$ cat config.mk
export PLATFORM = sky130hd
export DESIGN_NAME = seeg_adc_spi_responder
export DESIGN_NICKNAME = d
export VERILOG_FILES = /design/src/rtl/seeg_adc_spi_responder.sv
export SDC_FILE = /design/constraint.sdc
export NUM_CORES = 1
export LEC_CHECK = 0
export CORE_ASPECT_RATIO = 0.7
export CORE_MARGIN = 1
export CORE_UTILIZATION = 30
export CTS_CLUSTER_SIZE = 8
export DETAILED_ROUTE_END_ITERATION = 8
export PLACE_DENSITY = 0.55
export SYNTH_ARGS = -nofsm -noshare
export SYNTH_HDL_FRONTEND = slang
export SYNTH_SLANG_ARGS = --single-unit
$ cat constraint.sdc
create_clock -name clk -period 5.95 [get_ports clk]
set_clock_uncertainty 0.15 [all_clocks]
set_input_delay 1.4875 -clock clk [delete_from_list [all_inputs] [get_ports clk]]
set_output_delay 1.4875 -clock clk [all_outputs]
set_load 0.03 [all_outputs]
$ cat src/rtl/seeg_adc_spi_responder.sv
// SPI mode-0 responder emulating the multichannel sEEG ADC headstage.
// Decodes 16-bit CONVERT / CALIBRATE / READ / WRITE commands and returns each
// result two frames later through a two-slot pipeline. SPI pins are
// oversampled by clk through synchronizers and edge detectors.
//
// Frame handshake: a frame begins on a synced cs_n fall (only once cs_n has
// been seen high since reset), mosi is captured on synced sclk rises, miso
// changes on synced sclk falls, and the frame ends on a synced cs_n rise.
// cmd_valid / frame_err are single-cycle strobes; cmd_word holds until the
// next accepted frame.
module seeg_adc_spi_responder #(
    parameter int         NUM_CH      = 32,
    parameter logic [7:0] CHIP_ID     = 8'h01,
    parameter int         SYNC_STAGES = 2
) (
    input  logic        clk,
    input  logic        rst,
    input  logic        cs_n,
    input  logic        sclk,
    input  logic        mosi,
    output logic        miso,
    output logic        cmd_valid,
    output logic [15:0] cmd_word,
    output logic        frame_err,
    output logic [9:0]  conv_count
);

    typedef enum logic [1:0] {
        ST_IDLE      = 2'd0,
        ST_SHIFT     = 2'd1,
        ST_DONE_WAIT = 2'd2
    } state_t;

    state_t state_q, state_d;

    // Sync chains reset low so a cs_n held low through reset is not mistaken
    // for a falling edge; armed_q only sets after a real high is observed.
    logic [SYNC_STAGES-1:0] cs_sync_q, sclk_sync_q, mosi_sync_q;
    logic        cs_prev_q, sclk_prev_q, armed_q;
    logic [3:0]  bit_cnt_q;
    logic [15:0] rx_q, tx_q;
    logic [15:0] slot0_q, slot1_q;
    logic [7:0]  regs_q [8];
    logic [9:0]  conv_count_q;
    logic [15:0] cmd_word_q;
    logic        cmd_valid_q, frame_err_q;

    logic cs_s, sclk_s, mosi_s;
    logic cs_fall, cs_rise, sclk_rise, sclk_fall;
    logic start_frame, shift_in, shift_out, clr_tx, frame_done, frame_abort;
    logic [15:0] result;
    logic [1:0]  op;
    logic [5:0]  addr;

    assign cs_s      = cs_sync_q[SYNC_STAGES-1];
    assign sclk_s    = sclk_sync_q[SYNC_STAGES-1];
    assign mosi_s    = mosi_sync_q[SYNC_STAGES-1];
    assign cs_fall   = cs_prev_q & ~cs_s;
    assign cs_rise   = ~cs_prev_q & cs_s;
    assign sclk_rise = ~sclk_prev_q & sclk_s;
    assign sclk_fall = sclk_prev_q & ~sclk_s;

    // Synchronize SPI pins, keep previous synced values for edge detection.
    always_ff @(posedge clk or posedge rst) begin
        if (rst) begin
            cs_sync_q   <= '0;
            sclk_sync_q <= '0;
            mosi_sync_q <= '0;
            cs_prev_q   <= 1'b0;
            sclk_prev_q <= 1'b0;
            armed_q     <= 1'b0;
        end else begin
            cs_sync_q   <= {cs_sync_q[SYNC_STAGES-2:0], cs_n};
            sclk_sync_q <= {sclk_sync_q[SYNC_STAGES-2:0], sclk};
            mosi_sync_q <= {mosi_sync_q[SYNC_STAGES-2:0], mosi};
            cs_prev_q   <= cs_s;
            sclk_prev_q <= sclk_s;
            if (cs_s) armed_q <= 1'b1;
        end
    end

    // FSM state register.
    always_ff @(posedge clk or posedge rst) begin
        if (rst) state_q <= ST_IDLE;
        else     state_q <= state_d;
    end

    // FSM next-state logic; an early cs_n rise takes priority over the 16th sclk.
    always_comb begin
        state_d = state_q;
        case (state_q)
            ST_IDLE:      if (cs_fall && armed_q) state_d = ST_SHIFT;
            ST_SHIFT: begin
                if (cs_rise)                              state_d = ST_IDLE;
                else if (sclk_rise && bit_cnt_q == 4'd15) state_d = ST_DONE_WAIT;
            end
            ST_DONE_WAIT: if (cs_rise) state_d = ST_IDLE;
            default:      state_d = ST_IDLE;
        endcase
    end

    // FSM output decode: datapath strobes for the current state.
    always_comb begin
        start_frame = 1'b0;
        shift_in    = 1'b0;
        shift_out   = 1'b0;
        clr_tx      = 1'b0;
        frame_done  = 1'b0;
        frame_abort = 1'b0;
        case (state_q)
            ST_IDLE:  start_frame = cs_fall & armed_q;
            ST_SHIFT: begin
                if (cs_rise) begin
                    frame_abort = 1'b1;
                end else begin
                    shift_in  = sclk_rise;
                    shift_out = sclk_fall;
                end
            end
            ST_DONE_WAIT: begin
                if (cs_rise) frame_done = 1'b1;
                else         clr_tx     = sclk_fall;
            end
            default: ;
        endcase
    end

    // Command decode of the completed frame held in rx_q.
    assign op   = rx_q[15:14];
    assign addr = rx_q[13:8];

    always_comb begin
        result = 16'h0000;
        case (op)
            2'b00: if ({2'b00, addr} < 8'(NUM_CH)) result = {addr, conv_count_q};
            2'b01: result = 16'h0000;
            2'b10: begin
                if (addr < 6'd8)       result = {8'h00, regs_q[addr[2:0]]};
                else if (addr == 6'd63) result = {8'h00, CHIP_ID};
            end
            default: result = {8'hFF, rx_q[7:0]};
        endcase
    end

    // Shift registers: capture mosi on sclk rise, advance miso on sclk fall.
    always_ff @(posedge clk or posedge rst) begin
        if (rst) begin
            bit_cnt_q <= 4'd0;
            rx_q      <= 16'h0000;
            tx_q      <= 16'h0000;
        end else begin
            if (start_frame) begin
                tx_q      <= slot1_q;
                bit_cnt_q <= 4'd0;
            end else if (shift_out) begin
                tx_q <= {tx_q[14:0], 1'b0};
            end else if (clr_tx) begin
                tx_q <= 16'h0000;
            end
            if (shift_in) begin
                rx_q      <= {rx_q[14:0], mosi_s};
                bit_cnt_q <= bit_cnt_q + 4'd1;
            end
        end
    end

    // Frame-end execution: strobes, pipeline advance, register file, sweep counter.
    always_ff @(posedge clk or posedge rst) begin
        if (rst) begin
            cmd_valid_q  <= 1'b0;
            frame_err_q  <= 1'b0;
            cmd_word_q   <= 16'h0000;
            slot0_q      <= 16'h0000;
            slot1_q      <= 16'h0000;
            conv_count_q <= 10'd0;
            for (int i = 0; i < 8; i++) regs_q[i] <= 8'h00;
        end else begin
            cmd_valid_q <= frame_done;
            frame_err_q <= frame_abort;
            if (frame_done) begin
                cmd_word_q <= rx_q;
                slot1_q    <= slot0_q;
                slot0_q    <= result;
                if (op == 2'b11 && addr < 6'd8) regs_q[addr[2:0]] <= rx_q[7:0];
                if (op == 2'b00 && addr == 6'd0) conv_count_q <= conv_count_q + 10'd1;
            end
        end
    end

    assign miso       = (state_q != ST_IDLE) & tx_q[15];
    assign cmd_valid  = cmd_valid_q;
    assign cmd_word   = cmd_word_q;
    assign frame_err  = frame_err_q;
    assign conv_count = conv_count_q;

endmodule

==> results of run 1 <==
-- flip-flops by register name, indices dropped and copies added, names as in the netlist --
name	cells
cs_prev_q	1
slot0_q	16
cs_sync_q	2
state_q	2
conv_count	10
sclk_sync_q	2
tx_q	16
cmd_word	16
cmd_valid	1
armed_q	1
bit_cnt_q	4
rx_q	16
slot1_q	16
mosi_sync_q	2
regs_q	64
sclk_prev_q	1
frame_err	1
-- power by group --
part / internal (mW) / leakage [nW] / total, mW / switching, mW
sequential: 1.22 / 2.33 / 1.34 / 0.123
combinational: 0.0666 / 1.62 / 0.140 / 0.0733
clock: 0.653 / 0.291 / 1.12 / 0.463
total: 1.94 / 4.23 / 2.60 / 0.659
-- critical path: stages, from the launching register on --
cell	delay, ns
sky130_fd_sc_hd__dfrtp_1	0.39
sky130_fd_sc_hd__and2b_2	0.30
sky130_fd_sc_hd__nand3b_4	0.44
sky130_fd_sc_hd__inv_2	0.14
sky130_fd_sc_hd__buf_4	0.46
sky130_fd_sc_hd__and4_1	0.78
sky130_fd_sc_hd__nand4b_4	0.30
sky130_fd_sc_hd__mux2_2	0.35
-- kinds of logic after synthesis --
family | count (synthesis) | synth area share, %
flops | 171 | 57.0
simple gates | 201 | 13.5
fa+ha+maj | 6 | 1.00
buf+inv | 52 | 2.87
compound gates | 89 | 7.65
mux | 104 | 16.8
xor+xnor | 10 | 1.17
-- synthesized netlist by cell type, types with 2 or more instances --
cell	number
sky130_fd_sc_hd__a21o_1	2
sky130_fd_sc_hd__a21oi_1	30
sky130_fd_sc_hd__a221oi_1	6
sky130_fd_sc_hd__a22oi_1	16
sky130_fd_sc_hd__a2bb2oi_1	4
sky130_fd_sc_hd__and4_1	4
sky130_fd_sc_hd__buf_1	6
sky130_fd_sc_hd__buf_2	10
sky130_fd_sc_hd__clkbuf_1	25
sky130_fd_sc_hd__dfrtp_1	171
sky130_fd_sc_hd__ha_1	6
sky130_fd_sc_hd__inv_1	9
sky130_fd_sc_hd__mux2_2	85
sky130_fd_sc_hd__mux2i_1	10
sky130_fd_sc_hd__mux4_2	9
sky130_fd_sc_hd__nand2_1	100
sky130_fd_sc_hd__nand2_2	2
sky130_fd_sc_hd__nand2b_1	7
sky130_fd_sc_hd__nand3_1	13
sky130_fd_sc_hd__nand3_4	2
sky130_fd_sc_hd__nand3b_4	3
sky130_fd_sc_hd__nand4_1	2
sky130_fd_sc_hd__nor2_1	41
sky130_fd_sc_hd__nor2b_1	7
sky130_fd_sc_hd__nor3_1	2
sky130_fd_sc_hd__nor3b_1	3
sky130_fd_sc_hd__nor4bb_1	3
sky130_fd_sc_hd__o2111ai_1	7
sky130_fd_sc_hd__o21ai_0	17
sky130_fd_sc_hd__o22ai_1	2
sky130_fd_sc_hd__or2_2	4
sky130_fd_sc_hd__or3_1	2
sky130_fd_sc_hd__xnor2_1	4
sky130_fd_sc_hd__xor2_1	6
-- final cells by class --
cell class / count / share of cell area, %
clock inverters: 10 / 1.30
well taps: 325 / 4.66
clock buffers: 22 / 5.43
diodes: 1 / 0.0287
multi-input cells: 410 / 34.5
inverters: 10 / 0.473
flip-flops and latches: 171 / 49.0
repair buffers: 41 / 4.61
-- worst max-delay path by stage --
stage	slack, ns	to	depth (start not counted)	from
after detailed placement	2.52	regs_q[55]	7	cs_prev_q
after floorplan	2.13	armed_q	1	rst
after global routing	2.28	regs_q[48]	7	cs_prev_q
final	2.49	regs_q[16]	7	cs_prev_q
after global placement	2.57	regs_q[39]	7	cs_prev_q
after CTS	2.48	regs_q[54]	7	cs_prev_q
-- metrics by stage --
stage	hold WS, ns	area (um2)	utilization (%)	instances	setup WS [ns]
after floorplan	0.181	7510	-	633	2.13
after global placement	0.184	8140	33.1	957	2.57
after detailed placement	0.191	8140	33.1	957	2.52
after CTS	0.207	8730	35.5	989	2.48
after global routing	0.211	8730	35.5	989	2.28
final	0.201	8730	35.5	990	2.49
-- layer usage --
metal | vias up | track usage (%)
met1 | 2439 | 22.3
met2 | 91 | 18.7
met5 | - | 0
li1 | 2256 | -
met4 | 0 | 3.84
met3 | 14 | 2.98
==> impl_metrics.xml, run 1 <==
<?xml version="1.0" encoding="UTF-8"?>
<metrics>
  <group name="worst_setup_path">
    <metric name="worst-endpoint-arrival" unit="ns">3.61</metric>
    <metric name="rr_endpoint" unit="">regs_q[16]</metric>
    <metric name="timing.critical_path.required" unit="ns">6.11</metric>
    <metric name="crit_type" unit="">flop to flop</metric>
    <metric name="r2r.worst_path.cells" unit="">7</metric>
    <metric name="critical_path.startpoint_type" unit="">flop</metric>
    <metric name="crit_path_max_fanout" unit="">58</metric>
    <metric name="worst-r2r-setup-slack" unit="ns">2.49</metric>
    <metric name="reg2reg_from" unit="">cs_prev_q</metric>
    <metric name="crit_path_end_kind" unit="">flop</metric>
  </group>
  <group name="finish">
    <metric name="register_area" unit="um2">4280</metric>
    <metric name="multi_input_area" unit="um2">3010</metric>
    <metric name="layout_common_cells" unit="">170 x sky130_fd_sc_hd__dfrtp_1, 100 x sky130_fd_sc_hd__nand2_1, 85 x sky130_fd_sc_hd__mux2_2</metric>
    <metric name="final_common_cell" unit="">sky130_fd_sc_hd__dfrtp_1</metric>
    <metric name="nFillCells" unit="">2452</metric>
    <metric name="layout-drive-gt1-share" unit="%">22.4</metric>
    <metric name="finish.net_count" unit="">662</metric>
    <metric name="area_overhead_of_the_layout_relative_to_synthesis" unit="%">16.4</metric>
  </group>
  <group name="clock_network">
    <metric name="root_buffer" unit="">sky130_fd_sc_hd__clkbuf_16</metric>
    <metric name="clock_tree.buffer_depth" unit="">2</metric>
    <metric name="tritoncts_buffers" unit="">17</metric>
    <metric name="tritoncts" unit="">built</metric>
    <metric name="cts_num_sinks" unit="">171</metric>
    <metric name="path_clk_slew" unit="ns">0.06</metric>
    <metric name="cts_resized" unit="">0</metric>
    <metric name="cts_hold_repair.buffers" unit="">0</metric>
    <metric name="post-cts-setup-buffers" unit="">0</metric>
    <metric name="cts_max_level" unit="">4</metric>
    <metric name="worst_skew_pair.late_latency" unit="ns">0.42</metric>
  </group>
  <group name="detailed_routing">
    <metric name="ant_nets" unit="">0</metric>
    <metric name="dr.max_layer_used" unit="">met4</metric>
    <metric name="dr_wl_met2" unit="um">6780</metric>
    <metric name="drt-met1-wl" unit="um">9150</metric>
    <metric name="detailroute.via_count" unit="">4800</metric>
    <metric name="routed_via_density" unit="">4.85</metric>
    <metric name="initialDrtViolationCount" unit="">353</metric>
    <metric name="met3WireLength" unit="um">587</metric>
    <metric name="routedWlPerCell" unit="um">16.8</metric>
    <metric name="remaining_drc_errors" unit="">0</metric>
    <metric name="drt_pass1_iterations" unit="">5</metric>
    <metric name="drt-total-wl" unit="um">16700</metric>
  </group>
  <group name="global_routing">
    <metric name="grt_first_pass_wirelength" unit="um">27700</metric>
    <metric name="first_global_vias" unit="">4893</metric>
    <metric name="antenna_violations_before_repair" unit="">0</metric>
    <metric name="globalRouteTotalUtil" unit="%">14.0</metric>
    <metric name="pin_count_of_the_biggest_net_entering_global_routing" unit="">162</metric>
    <metric name="grt-ovfl-total" unit="">0</metric>
  </group>
  <group name="timing">
    <metric name="final_layout_setup_total_negative_slack" unit="ns">0</metric>
    <metric name="max_freq" unit="GHz">0.289</metric>
    <metric name="worst_slew_margin_rel" unit="%">30.2</metric>
    <metric name="worst_pin_slew" unit="ns">1.05</metric>
    <metric name="portion_of_the_clock_cycle_consumed_by_the_worst_path_in_the_final_layout" unit="%">58.1</metric>
    <metric name="unrepaired_setup_endpoints_after_global_routing" unit="">no</metric>
    <metric name="setup_viol_count_final" unit="">0</metric>
    <metric name="min_period" unit="ns">3.46</metric>
    <metric name="final-hold-violation-count" unit="">0</metric>
    <metric name="final-max-slew-violation-count" unit="">0</metric>
  </group>
  <group name="synth">
    <metric name="share_of_async_settable_or_async_resettable_flops_after_synthesis" unit="%">100</metric>
    <metric name="yosysWarningCount" unit="">0</metric>
    <metric name="post-synth-top-area-cell" unit="">sky130_fd_sc_hd__dfrtp_1</metric>
    <metric name="synth_sequential_area_ratio" unit="%">57.0</metric>
    <metric name="syn-cell-area" unit="um2">7510</metric>
    <metric name="mappedNetlistNets" unit="">644</metric>
    <metric name="synth_area_leaders" unit="">sky130_fd_sc_hd__dfrtp_1 57%, sky130_fd_sc_hd__mux2_2 13%, sky130_fd_sc_hd__nand2_1 5.0%</metric>
    <metric name="synth_cells" unit="">633</metric>
    <metric name="synth_area_per_cell" unit="um2">11.9</metric>
    <metric name="count_of_flip_flops_with_a_built_in_enable_after_synthesis" unit="">0</metric>
    <metric name="synth-main-ff-cell" unit="">sky130_fd_sc_hd__dfrtp_1</metric>
    <metric name="synth_top_area_share" unit="%">57.0</metric>
    <metric name="post_synthesis_sequential_element_count" unit="">171</metric>
    <metric name="yosys.cell_types.count" unit="">47</metric>
  </group>
  <group name="worst_hold_path">
    <metric name="worstHoldPathCells" unit="">0</metric>
    <metric name="min-delay-path-class" unit="">flop to flop</metric>
    <metric name="hold_start" unit="">sclk_sync_q[0]</metric>
    <metric name="min_to" unit="">sclk_sync_q[1]</metric>
  </group>
  <group name="die">
    <metric name="fp.dieArea" unit="um2">25700</metric>
    <metric name="core-area" unit="um2">24600</metric>
    <metric name="fp.dieH" unit="um">134</metric>
    <metric name="rows" unit="">48</metric>
    <metric name="initial_core_util" unit="%">30.5</metric>
    <metric name="dieWidth" unit="um">191</metric>
    <metric name="ios" unit="">34</metric>
  </group>
  <group name="power">
    <metric name="totalPowerFinal" unit="mW">2.60</metric>
    <metric name="power_density" unit="nW/um2">298</metric>
    <metric name="power.ir.vdd_worst" unit="mV">0.198</metric>
    <metric name="static-leakage-power" unit="nW">4.23</metric>
  </group>
  <group name="placed_design">
    <metric name="numPortBuffers" unit="">33</metric>
    <metric name="final_hpwl_dp" unit="um">10600</metric>
    <metric name="gp_congestion" unit="">0.732</metric>
  </group>
  <group name="run">
    <metric name="cap_violations" unit="">0</metric>
  </group>
  <group name="run_status">
    <metric name="run_status" unit="">completed</metric>
  </group>
</metrics>
No activity file was read; power rests on OpenSTA's default activity.
==> inputs of run 2 (changes only) <==
- PLACE_DENSITY: 0.55 -> 0.53
- clock period: 5.95 -> 3.4 ns (I/O delays scaled with it)
==> run 2 against run 1 <==
Sequential cell count is the same. Non-clock buffer count is 2 higher. Largest power group unchanged. Design area up 0.74%. Register-to-register slack got worse by 1.6 ns. Critical path depth fell by 6. Critical path type is now flop to primary output. Global-route usage is 0.83 points higher. Sequential power rose by 76%. Total power increased by 79%. Utilization is 0.26 points higher. First-iteration DRC count up 0.57%.
==> impl_metrics.xml, run 2 (synthesis results as in run 1) <==
<?xml version="1.0" encoding="UTF-8"?>
<metrics>
  <group name="run_status">
    <metric name="run_status" unit="">completed</metric>
  </group>
  <group name="finish">
    <metric name="finalNonFillerCells" unit="">990</metric>
    <metric name="finish.net_count" unit="">664</metric>
    <metric name="nFillCells" unit="">2424</metric>
    <metric name="layout-drive-gt1-share" unit="%">22.6</metric>
    <metric name="num_antenna_cells" unit="">0</metric>
    <metric name="multi_input_area" unit="um2">3010</metric>
    <metric name="area_overhead_of_the_layout_relative_to_synthesis" unit="%">17.2</metric>
    <metric name="largest-register" unit="">regs_q</metric>
    <metric name="final_common_cell" unit="">sky130_fd_sc_hd__dfrtp_1</metric>
    <metric name="register_area" unit="um2">4280</metric>
    <metric name="layout_common_cells" unit="">170 x sky130_fd_sc_hd__dfrtp_1, 100 x sky130_fd_sc_hd__nand2_1, 85 x sky130_fd_sc_hd__mux2_2</metric>
    <metric name="largest_register_ffs" unit="">64</metric>
  </group>
  <group name="worst_setup_path">
    <metric name="critical_path_buf_inv_count" unit="">1</metric>
    <metric name="timing.critical_path.required" unit="ns">2.40</metric>
    <metric name="max_stage_delay" unit="ns">0.75</metric>
    <metric name="critical_path.startpoint_type" unit="">flop</metric>
    <metric name="crit_type" unit="">flop to primary output</metric>
    <metric name="path_delay_family" unit="">buffers and inverters</metric>
    <metric name="cpMaxStageDelayCell" unit="">sky130_fd_sc_hd__clkdlybuf4s50_1</metric>
    <metric name="crit_path_max_fanout" unit="">5</metric>
    <metric name="worstPathCellList" unit="">clkdlybuf4s50_1</metric>
    <metric name="worst-endpoint-arrival" unit="ns">1.68</metric>
    <metric name="crit_path_end_kind" unit="">primary output</metric>
  </group>
  <group name="clock_network">
    <metric name="cts_num_sinks" unit="">171</metric>
    <metric name="clock_tree.buffer_depth" unit="">2</metric>
    <metric name="post-cts-setup-buffers" unit="">0</metric>
    <metric name="worst_skew_pair.late_latency" unit="ns">0.44</metric>
    <metric name="path_clk_slew" unit="ns">0.06</metric>
    <metric name="tritoncts" unit="">built</metric>
    <metric name="root_buffer" unit="">sky130_fd_sc_hd__clkbuf_16</metric>
    <metric name="cts_max_level" unit="">4</metric>
    <metric name="tritoncts_buffers" unit="">17</metric>
    <metric name="cts_resized" unit="">0</metric>
    <metric name="cts_hold_repair.buffers" unit="">0</metric>
  </group>
  <group name="detailed_routing">
    <metric name="drt-total-wl" unit="um">17800</metric>
    <metric name="remaining_drc_errors" unit="">0</metric>
    <metric name="drt_pass1_iterations" unit="">5</metric>
    <metric name="detailroute.via_count" unit="">4928</metric>
    <metric name="initialDrtViolationCount" unit="">355</metric>
    <metric name="ant_nets" unit="">0</metric>
    <metric name="routedWlPerCell" unit="um">18.0</metric>
    <metric name="routed_via_density" unit="">4.98</metric>
  </group>
  <group name="die">
    <metric name="rows" unit="">48</metric>
    <metric name="ios" unit="">34</metric>
    <metric name="initial_core_util" unit="%">30.5</metric>
    <metric name="dieWidth" unit="um">191</metric>
    <metric name="core-area" unit="um2">24600</metric>
    <metric name="fp.dieArea" unit="um2">25700</metric>
    <metric name="fp.dieH" unit="um">134</metric>
  </group>
  <group name="placed_design">
    <metric name="numPortBuffers" unit="">33</metric>
    <metric name="final_hpwl_dp" unit="um">11800</metric>
    <metric name="pre_cts_ws" unit="ns">0.876</metric>
    <metric name="gp_congestion" unit="">0.768</metric>
    <metric name="placed_cells_incl_taps" unit="">959</metric>
  </group>
  <group name="global_routing">
    <metric name="antenna_violations_before_repair" unit="">0</metric>
    <metric name="first_global_vias" unit="">5027</metric>
    <metric name="globalRouteTotalUtil" unit="%">14.9</metric>
    <metric name="pin_count_of_the_biggest_net_entering_global_routing" unit="">67</metric>
    <metric name="grt-ovfl-total" unit="">0</metric>
    <metric name="grt_first_pass_wirelength" unit="um">28600</metric>
  </group>
  <group name="power">
    <metric name="totalPowerFinal" unit="mW">4.65</metric>
    <metric name="power.ir.vdd_worst" unit="mV">0.350</metric>
    <metric name="power_density" unit="nW/um2">529</metric>
    <metric name="static-leakage-power" unit="nW">4.25</metric>
  </group>
  <group name="timing">
    <metric name="portion_of_the_clock_cycle_consumed_by_the_worst_path_in_the_final_layout" unit="%">79.0</metric>
    <metric name="max_freq" unit="GHz">0.373</metric>
    <metric name="final-hold-violation-count" unit="">0</metric>
    <metric name="min_period" unit="ns">2.68</metric>
    <metric name="unrepaired_setup_endpoints_after_global_routing" unit="">no</metric>
    <metric name="worst_slew_margin_rel" unit="%">29.1</metric>
    <metric name="worst_pin_slew" unit="ns">1.06</metric>
    <metric name="setup_slack" unit="ns">0.716</metric>
    <metric name="final_layout_setup_total_negative_slack" unit="ns">0</metric>
    <metric name="final-max-slew-violation-count" unit="">0</metric>
    <metric name="setup_viol_count_final" unit="">0</metric>
  </group>
  <group name="worst_hold_path">
    <metric name="min-delay-path-class" unit="">flop to flop</metric>
  </group>
  <group name="run">
    <metric name="cap_violations" unit="">0</metric>
  </group>
</metrics>
## run 2: changes by cell type in the layout (fill, tap and decap cells not counted), moves of 2 or more
| cell | before | now |
|---|---|---|
| sky130_fd_sc_hd__bufinv_16 | 2 | 4 |
| sky130_fd_sc_hd__clkinvlp_4 | 2 | 5 |
| sky130_fd_sc_hd__buf_12 | 1 | 3 |
| sky130_fd_sc_hd__clkbuf_8 | 3 | 1 |
| sky130_fd_sc_hd__clkinv_2 | 4 | 2 |
## run 2: path summary, 6_finish.rpt
kind,slack (ns),startpoint,to,cells after the start
worst min register to register,0.20,sclk_sync_q[0],sclk_sync_q[1],0
max in group asynchronous,1.66,rst,armed_q,3
min in group asynchronous,0.70,rst,conv_count[5],2
worst min-delay path,0.20,sclk_sync_q[0],sclk_sync_q[1],0
worst max register to register,0.90,rx_q[8],slot0_q[0],4
worst max-delay path,0.72,conv_count[2],conv_count[2],1
## run 2: metal layers
| metal | GRT usage (%) | wire, um |
|---|---|---|
| met5 | 0 | 0 |
| met4 | 4.45 | 255 |
| met3 | 3.87 | 822 |
| met2 | 20.7 | 7510 |
| met1 | 22.3 | 9230 |
## run 2: through the flow
stage,util [%],hold slack [ns],cell area [um2]
floorplan,-,0.181,7510
global placement,33.2,0.184,8180
detailed placement,33.2,0.186,8180
CTS,35.7,0.200,8800
global route,35.7,0.211,8800
finish,35.7,0.197,8800
## run 2: cell type report
type | instances | share of cell area [%]
tap | 325 | 4.62
inverter | 10 | 0.469
multi-input combinational | 410 | 34.2
clock buffer | 20 | 5.08
sequential | 171 | 48.6
clock inverter | 11 | 1.92
timing repair buffer | 43 | 5.03
## run 2: power breakdown
group / switching, mW / internal (mW)
combinational: 0.131 / 0.122
clock: 0.799 / 1.24
sequential: 0.218 / 2.14
total: 1.15 / 3.50
